==> src/rtl/bfly7681_pkg.sv <==
// Shared constants and the single-step centred reduction for the Q = 7681 NTT datapath.
// The modmul and inverse-butterfly blocks reuse red1.
package bfly7681_pkg;
    localparam int Q       = 7681;
    localparam int HALF_Q  = 3840;
    localparam int COEF_W  = 13;
    localparam int PROD_W  = 25;
    localparam int MUL_LAT = 3;

    localparam logic signed [COEF_W:0] Q_S      = 14'sd7681;
    localparam logic signed [COEF_W:0] HALF_Q_S = 14'sd3840;

    // Input range is [-2*HALF_Q, 2*HALF_Q], so one conditional correction always lands in range.
    function automatic logic signed [COEF_W-1:0] red1(input logic signed [COEF_W:0] x);
        logic signed [COEF_W:0] r;
        if (x > HALF_Q_S)
            r = x - Q_S;
        else if (x < -HALF_Q_S)
            r = x + Q_S;
        else
            r = x;
        return r[COEF_W-1:0];
    endfunction
endpackage

==> src/rtl/bfly7681_delay.sv <==
// DEPTH x WIDTH shift register with asynchronous clear; taps exposes every stage (newest in the low word).
module bfly7681_delay #(
    parameter int DEPTH = 4,
    parameter int WIDTH = 13
) (
    input  logic                   clk,
    input  logic                   rst_n,
    input  logic [WIDTH-1:0]       din,
    output logic [WIDTH-1:0]       dout,
    output logic [DEPTH*WIDTH-1:0] taps
);
    always_ff @(posedge clk or negedge rst_n) begin
        if (!rst_n)
            taps <= '0;
        else
            taps <= {taps[(DEPTH-1)*WIDTH-1:0], din};
    end

    assign dout = taps[DEPTH*WIDTH-1 -: WIDTH];
endmodule

==> src/rtl/bfly7681_ct.sv <==
// Cooley-Tukey butterfly around the external modmul7681s: registers b*w into the modmul,
// then pairs the reduced product with the delay-aligned a to emit (a+wb, a-wb) mod 7681.
module bfly7681_ct
    import bfly7681_pkg::*;
#(
    parameter int BATCH = 256,
    parameter int CNT_W = 8
) (
    input  logic                     clk,
    input  logic                     rst_n,
    input  logic                     in_valid,
    input  logic signed [12:0]       in_a,
    input  logic signed [12:0]       in_b,
    input  logic signed [12:0]       in_w,
    output logic signed [24:0]       mul_z,
    input  logic signed [12:0]       mul_c,
    output logic                     out_valid,
    output logic signed [12:0]       out_p,
    output logic signed [12:0]       out_m,
    output logic                     out_last,
    output logic [CNT_W-1:0]         out_cnt,
    output logic                     busy
);
    localparam int ALIGN = 1 + MUL_LAT;

    // Valid-only stream: in_valid qualifies a/b/w for one cycle, there is no ready and no stall;
    // out_valid marks out_p/out_m exactly 2+MUL_LAT cycles later.
    logic signed [PROD_W-1:0]  prod;
    logic signed [COEF_W-1:0]  aAligned;
    logic [0:0]                vAligned;
    logic [ALIGN-1:0]          vTaps;
    logic [ALIGN*COEF_W-1:0]   unusedATaps;
    logic signed [COEF_W:0]    sumW;
    logic signed [COEF_W:0]    difW;

    // |b*w| < 2^24, so a 25-bit product is exact.
    assign prod = PROD_W'(in_b) * PROD_W'(in_w);

    bfly7681_delay #(.DEPTH(ALIGN), .WIDTH(COEF_W)) aDelay (
        .clk  (clk),
        .rst_n(rst_n),
        .din  (in_a),
        .dout (aAligned),
        .taps (unusedATaps)
    );

    bfly7681_delay #(.DEPTH(ALIGN), .WIDTH(1)) vDelay (
        .clk  (clk),
        .rst_n(rst_n),
        .din  (in_valid),
        .dout (vAligned),
        .taps (vTaps)
    );

    assign sumW = {aAligned[COEF_W-1], aAligned} + {mul_c[COEF_W-1], mul_c};
    assign difW = {aAligned[COEF_W-1], aAligned} - {mul_c[COEF_W-1], mul_c};

    always_ff @(posedge clk or negedge rst_n) begin
        if (!rst_n) begin
            mul_z     <= '0;
            out_valid <= 1'b0;
            out_last  <= 1'b0;
            out_p     <= '0;
            out_m     <= '0;
            out_cnt   <= '0;
        end else begin
            mul_z     <= prod;
            out_valid <= vAligned[0];
            out_last  <= vAligned[0] && (out_cnt == CNT_W'(BATCH - 1));
            if (vAligned[0]) begin
                out_p   <= red1(sumW);
                out_m   <= red1(difW);
                out_cnt <= (out_cnt == CNT_W'(BATCH - 1)) ? '0 : out_cnt + 1'b1;
            end
        end
    end

    assign busy = (|vTaps) | out_valid;
endmodule

==> config.mk <==
export PLATFORM = sky130hd
export DESIGN_NAME = bfly7681_ct
export DESIGN_NICKNAME = d
export VERILOG_FILES = /design/src/rtl/bfly7681_pkg.sv /design/src/rtl/bfly7681_delay.sv /design/src/rtl/bfly7681_ct.sv
export SDC_FILE = /design/constraint.sdc
export NUM_CORES = 1
export LEC_CHECK = 0
export ABC_AREA = 1
export CAP_MARGIN = 20
export CORE_MARGIN = 2
export CORE_UTILIZATION = 40
export CTS_CLUSTER_SIZE = 16
export DETAILED_ROUTE_END_ITERATION = 16
export HOLD_SLACK_MARGIN = 0.03
export PLACE_DENSITY_LB_ADDON = 0.15
export SETUP_SLACK_MARGIN = 0.2
export SLEW_MARGIN = 0
export SYNTH_ARGS = -nofsm -noshare
export SYNTH_HDL_FRONTEND = slang
export SYNTH_SLANG_ARGS = --single-unit
==> constraint.sdc <==
create_clock -name clk -period 2.34 [get_ports clk]
set_input_delay 0.468 -clock clk [delete_from_list [all_inputs] [get_ports clk]]
set_output_delay 0.468 -clock clk [all_outputs]
set_load 0.05 [all_outputs]
**After elaboration in Yosys (flattened, before gate mapping)**

Index checks and enable logic that the tools add are counted.

- Add/sub/neg operators: 7
- $mul: 1
- Magnitude comparators: 4
- Eq/ne operators: 1
- Multiplexer cells: 5
- Bitwise logic cells: 1
- Reductions and logical operators: 2

Operator list:

| cell | count |
|---|---|
| $mux 13 | 4 |
| $gt 14x13->1 const B | 2 |
| $lt 14x13->1 const B | 2 |
| $add 13x10->13 const B | 2 |
| $sub 13x10->13 const B | 2 |
| $mul 13x13->25 | 1 |
| $add 13x13->14 | 1 |
| $sub 13x13->14 | 1 |
| $add 8x1->8 const B | 1 |
| $eq 8x8->1 const B | 1 |
| $mux 8 | 1 |
| $reduce_or 4->1 | 1 |
| $logic_and 1x1->1 | 1 |
| $or 1x1->1 | 1 |

- Bits in registers: 117
- Input bits: 55
- Output and inout port bits: 62
- Word-level logic and storage cells: 29

**Longest topological paths before layout**

- Depth after elaboration: 4
- Mapped depth: 25
- Gate-level depth less buffers: 24

**Modules after synthesis**

A second synthesis with hierarchy kept.

- Cells, all modules: 1626
- Area, all modules: 13055.0 sq um

Modules (own cells, without submodules):

| module | instances | cells each | area an instance (sq um) | sequential area each (sq um) |
|---|---|---|---|---|
| bfly7681_ct | 1 | 1556 | 11548.6 | 1526.5 |
| bfly7681_delay at aDelay | 1 | 65 | 1398.8 | 1301.2 |
| bfly7681_delay at vDelay | 1 | 5 | 107.6 | 100.1 |

**Worst setup path before layout**

No wires, ideal clock.

- Path kind: input to register
- Start: input port in_w[12]
- End: register mul_z[24]
- Setup time: 125 ps
- Data arrival time: 5332 ps
- Data required time: 2215 ps
- Path slack: -3117 ps
- Stages: 22
- Path through: inv_1 > clkbuf_1 > or2_2 > fa_1 > fa_1 > inv_1 > fa_1 > fa_1 > fa_1 > fa_1 > ha_1 > nand2_1 > nor2_1 > nand2_1 > o211ai_1 > a31oi_1 > inv_1 > nand2_1 > nand2_1 > nand2_1 > nand3_1 > xnor2_1

- Cells in the longest elaborated chain, start to end: 1

Ends and longest elaborated chain:

| element | line | text |
|---|---|---|
| start: declaration | bfly7681_ct.sv:14 | `input logic signed [12:0] in_w,` |
| $mul 13x13->25 | bfly7681_ct.sv:37 | `assign prod = PROD_W'(in_b) * PROD_W'(in_w);` |
| net prod[24] | bfly7681_ct.sv:28 | `logic signed [PROD_W-1:0] prod;` |
| end signal: assignment | bfly7681_ct.sv:67 | `mul_z <= prod;` |
| end: declaration | bfly7681_ct.sv:15 | `output logic signed [24:0] mul_z,` |

The timed path passes the listed nets, and every way through them passes these cells.
A chain may end at the register's enable or synchronous reset.

**Final worst setup path**

- Start: input port in_w[3]
- End: register mul_z[24]

The elaborated chain is that of the path after synthesis.

==> flow_metrics.env <==
export IMPL_final_max_slew_viol_count=0
export IMPL_clockBufferDepth=2
export IMPL_grt_first_pass_wirelength_um=59100
export IMPL_gp_congestion=0.891
export IMPL_hpwlAfterDp_um=28100
export IMPL_drc=0
export IMPL_grt_max_degree=118
export IMPL_slowest_delay_ps=610
export IMPL_ir_drop_uv=2010
export IMPL_path_depth=23
export IMPL_finalCritPeriodShare_pct=211
export IMPL_detail_route_first_pass_iterations=6
export IMPL_leakage_nw=10.3
export IMPL_slowest_stage="fa_2"
export IMPL_grt_util_met2_pct=36.3
export IMPL_clk_latency_ps=430
export IMPL_yosysUniqueCellTypes=52
export IMPL_coreArea_um2=31700
export IMPL_end_kind="flop"
export IMPL_die_h_um=184
export IMPL_start_kind="input pin"
export IMPL_yosysWarnings=0
export IMPL_avgViaCountPerCell=4.73
export IMPL_cts_tree="yes"
export IMPL_layout_min_cycle_time_ps=4930
export IMPL_start_util_pct=40.9
export IMPL_clock_skew_ps=8.14
export IMPL_finalHoldViolCount=0
export IMPL_yosysSeqAreaShare_pct=22.6
export IMPL_path_class="in2reg"
export IMPL_met3_usage_pct=3.61
export IMPL_antenna_found_initial=0
export IMPL_num_nets_final=2356
export IMPL_rows=65
export IMPL_ioPinCount=117
export IMPL_clock_sinks=117
export IMPL_grt_pass1_vias=11700
export IMPL_fill_cells=2706
export IMPL_worstPathArrival_ps=5250
export IMPL_post_drt_wl_per_cell_um=14.9
export IMPL_vias=11600
export IMPL_detail_route_antenna_nets=0
export IMPL_hold_class="in2async"
export IMPL_antenna_cells=0
export IMPL_h_tree_depth=4
export IMPL_cp_common_cell="fa_1"
export IMPL_grt_most_used_layer="met2"
export IMPL_numPortBuffers=116
export IMPL_drt_first_iter_violations=638
export IMPL_grt_use_met1_pct=30.9
export IMPL_worst_pin_slew_ps=659
export IMPL_track_usage_pct=22.3
export IMPL_overflow=0
export IMPL_power_total_mw=33.6
export IMPL_worstPathRequired_ps=2660
export IMPL_powerDensity_nw_per_um2=1690
export IMPL_layout_setup_ws_ps=-2590
export IMPL_relSlewSlack_pct=56.1
export IMPL_syn_area_um2=13000
export IMPL_ff2ff_setup_slack_ps=-390
export IMPL_wl_um=36500
export IMPL_path_clk_slew_ps=60
export IMPL_synth_ff_type="dfrtp_1"
export IMPL_critical_path_cell_chain="buf_2, nand2_1, inv_2, fa_1, inv_2, fa_1, inv_1, fa_1, fa_1, fa_1, fa_2, ha_4, nand2_2, nor2_2, nand2_1, o211ai_1, a31oi_1, inv_1, nand2_2, nand2_4, nand2_2, nand3_2, xnor2_1"
export IMPL_synth_nets=1911
export IMPL_netlist_instances=1600
export IMPL_cts_root_buffer="clkbuf_16"
export IMPL_synth_seq_cells=117
export IMPL_multi_input_area_um2=10400
export IMPL_dieArea_um2=33900
export IMPL_avgSynthCellArea_um2=8.10
export IMPL_crit_family="adder cells"
export IMPL_syn2layout_area_growth_pct=53.3
export IMPL_cts_buffers=17
export IMPL_synthArstFlopShare_pct=100
export IMPL_die_x_um=184
export IMPL_cp_num_buf_inv=5
export IMPL_grt_setup_unrepaired="yes"
export IMPL_timing_fmax_mhz=203
export IMPL_synth_edf_count=0
export IMPL_dpl_worst_slack_ps=-3570
export IMPL_ctsHoldBuffers=0
export IMPL_violations="setup timing"
export IMPL_cap_violations=0
export IMPL_outcome="finished, violations left"
export IMPL_crit_fanout=4
export IMPL_final_layout_size_suffix_gt1_share_pct=40.5
export IMPL_layout_area_seq_um2=2930
export IMPL_setup_viol=47
export IMPL_r2r_worst_path_cells=16
-- kinds of logic (layout without fill, tap and decap cells) --
logic type	Yosys count	after routing	share of synthesized area [%]
simple gates	701	703	23.4
buf+inv	391	845	12.0
fa+ha+maj	256	256	34.0
flops	117	117	22.6
compound gates	77	77	3.69
xor+xnor	58	58	4.33
-- final timing paths --
| check | start | endpoint |
|---|---|---|
| max in group asynchronous | rst_n | mul_z[7]$_DFF_PN0_ |
| hold / removal | rst_n | aDelay.taps[42]$_DFF_PN0_ |
| hold reg to reg | aDelay.taps[25]$_DFF_PN0_ | aDelay.taps[38]$_DFF_PN0_ |
| min in group clk | aDelay.taps[25]$_DFF_PN0_ | aDelay.taps[38]$_DFF_PN0_ |
| setup / recovery | in_w[3] | mul_z[24]$_DFF_PN0_ |
| setup reg to reg | aDelay.taps[39]$_DFF_PN0_ | out_p[10]$_DFFE_PN0P_ |
-- repair_timing --
action                     4_1_cts  5_1_grt
pin swaps                      200      141
gates cloned                     3        0
resized for setup              373      148
setup endpoints to repair       55       55
buffers inserted                71       15
-- through the flow --
stage                     hold WS [ps]  util, %  instance area, um2  setup TNS [ps]  instances
final                              117     62.6               19900          -51830       2458
after global routing               181     62.6               19900          -57760       2458
after CTS                          146     60.5               19200          -49940       2443
after detailed placement           335     53.7               17000          -88980       2339
after global placement             333     53.7               17000          -88070       2339
after floorplan                    172        -               13700          -46730       1600
-- metal layers --
layer | up-vias | routed length, um | part of all wire (%)
met5 | - | 0 | 0
met4 | 0 | 648 | 1.8
met3 | 31 | 1620 | 4.4
met2 | 274 | 17300 | 47
met1 | 5627 | 17000 | 46
li1 | 5691 | - | -
-- sequential cells by signal, indices dropped and copies added, names as in the netlist --
signal / flops
aDelay.taps: 52
mul_z: 25
out_cnt: 8
out_last: 1
out_m: 13
out_p: 13
out_valid: 1
vDelay.taps: 4
-- synth_stat cells, types with 20 or more instances --
library cell	count	area, um2
nand2_1	459	1720
xor2_1	34	298
nand2_2	29	181
nor2_1	70	263
clkbuf_1	29	109
nand3_1	78	390
nand4_1	22	138
inv_1	326	1220
xnor2_1	20	175
ha_1	96	1200
fa_1	160	3200
dfrtp_1	117	2930
a21oi_1	28	140
-- power by group --
group          internal, mW  switching (mW)  leakage (nW)
sequential             2.68           0.241          1.39
combinational          14.1            13.9          8.66
clock                  1.66           0.993         0.288
total                  18.4            15.1          10.3
-- worst reg2reg max path, cell delays in order (launching register included) --
cell,delay [ps]
dfrtp_2,460
ha_4,190
fa_2,420
buf_12,150
xnor2_4,160
buf_6,140
nor2_4,110
nand3_2,110
nor2_4,160
nand2_4,80
buf_6,120
o21ai_2,130
inv_2,50
nand2_4,60
nand3_2,90
nand3_4,120
nand2_1,50
-- placed cells by master (no fill, tap or decap), types with 5 or more instances in the layout --
master / synthesis / routed
nand3_4: 0 / 7
dfrtp_1: 117 / 116
ha_4: 0 / 48
a21oi_1: 28 / 16
xnor2_1: 20 / 16
buf_12: 0 / 12
nand2_1: 459 / 345
fa_2: 0 / 19
o21ai_0: 16 / 7
nand3_2: 6 / 27
nor3_1: 10 / 5
nand4_1: 22 / 22
nand2_4: 2 / 37
fa_1: 160 / 141
clkbuf_16: 0 / 17
dlygate4sd2_1: 0 / 16
nand3_1: 78 / 50
ha_1: 96 / 46
nor2_4: 5 / 18
a21oi_2: 7 / 8
nor2_1: 70 / 48
nor2_2: 4 / 13
o21ai_1: 6 / 5
clkdlybuf4s50_1: 0 / 66
buf_4: 4 / 285
a21oi_4: 2 / 13
nand2_2: 29 / 105
dlymetal6s2s_1: 0 / 7
o21ai_2: 2 / 8
inv_1: 326 / 272
nand2_8: 0 / 5
buf_2: 2 / 16
nor3_4: 1 / 6
inv_2: 17 / 66
xor2_1: 34 / 30
buf_6: 9 / 62
-- cell type report --
cell class / instances / area share [%]
clock buffer: 22 / 2.44
clock inverter: 8 / 0.504
inverter: 346 / 6.68
multi-input combinational: 1094 / 52.5
sequential: 117 / 14.7
tap: 402 / 2.53
timing repair buffer: 469 / 20.6
No activity file was read; power rests on OpenSTA's default activity.
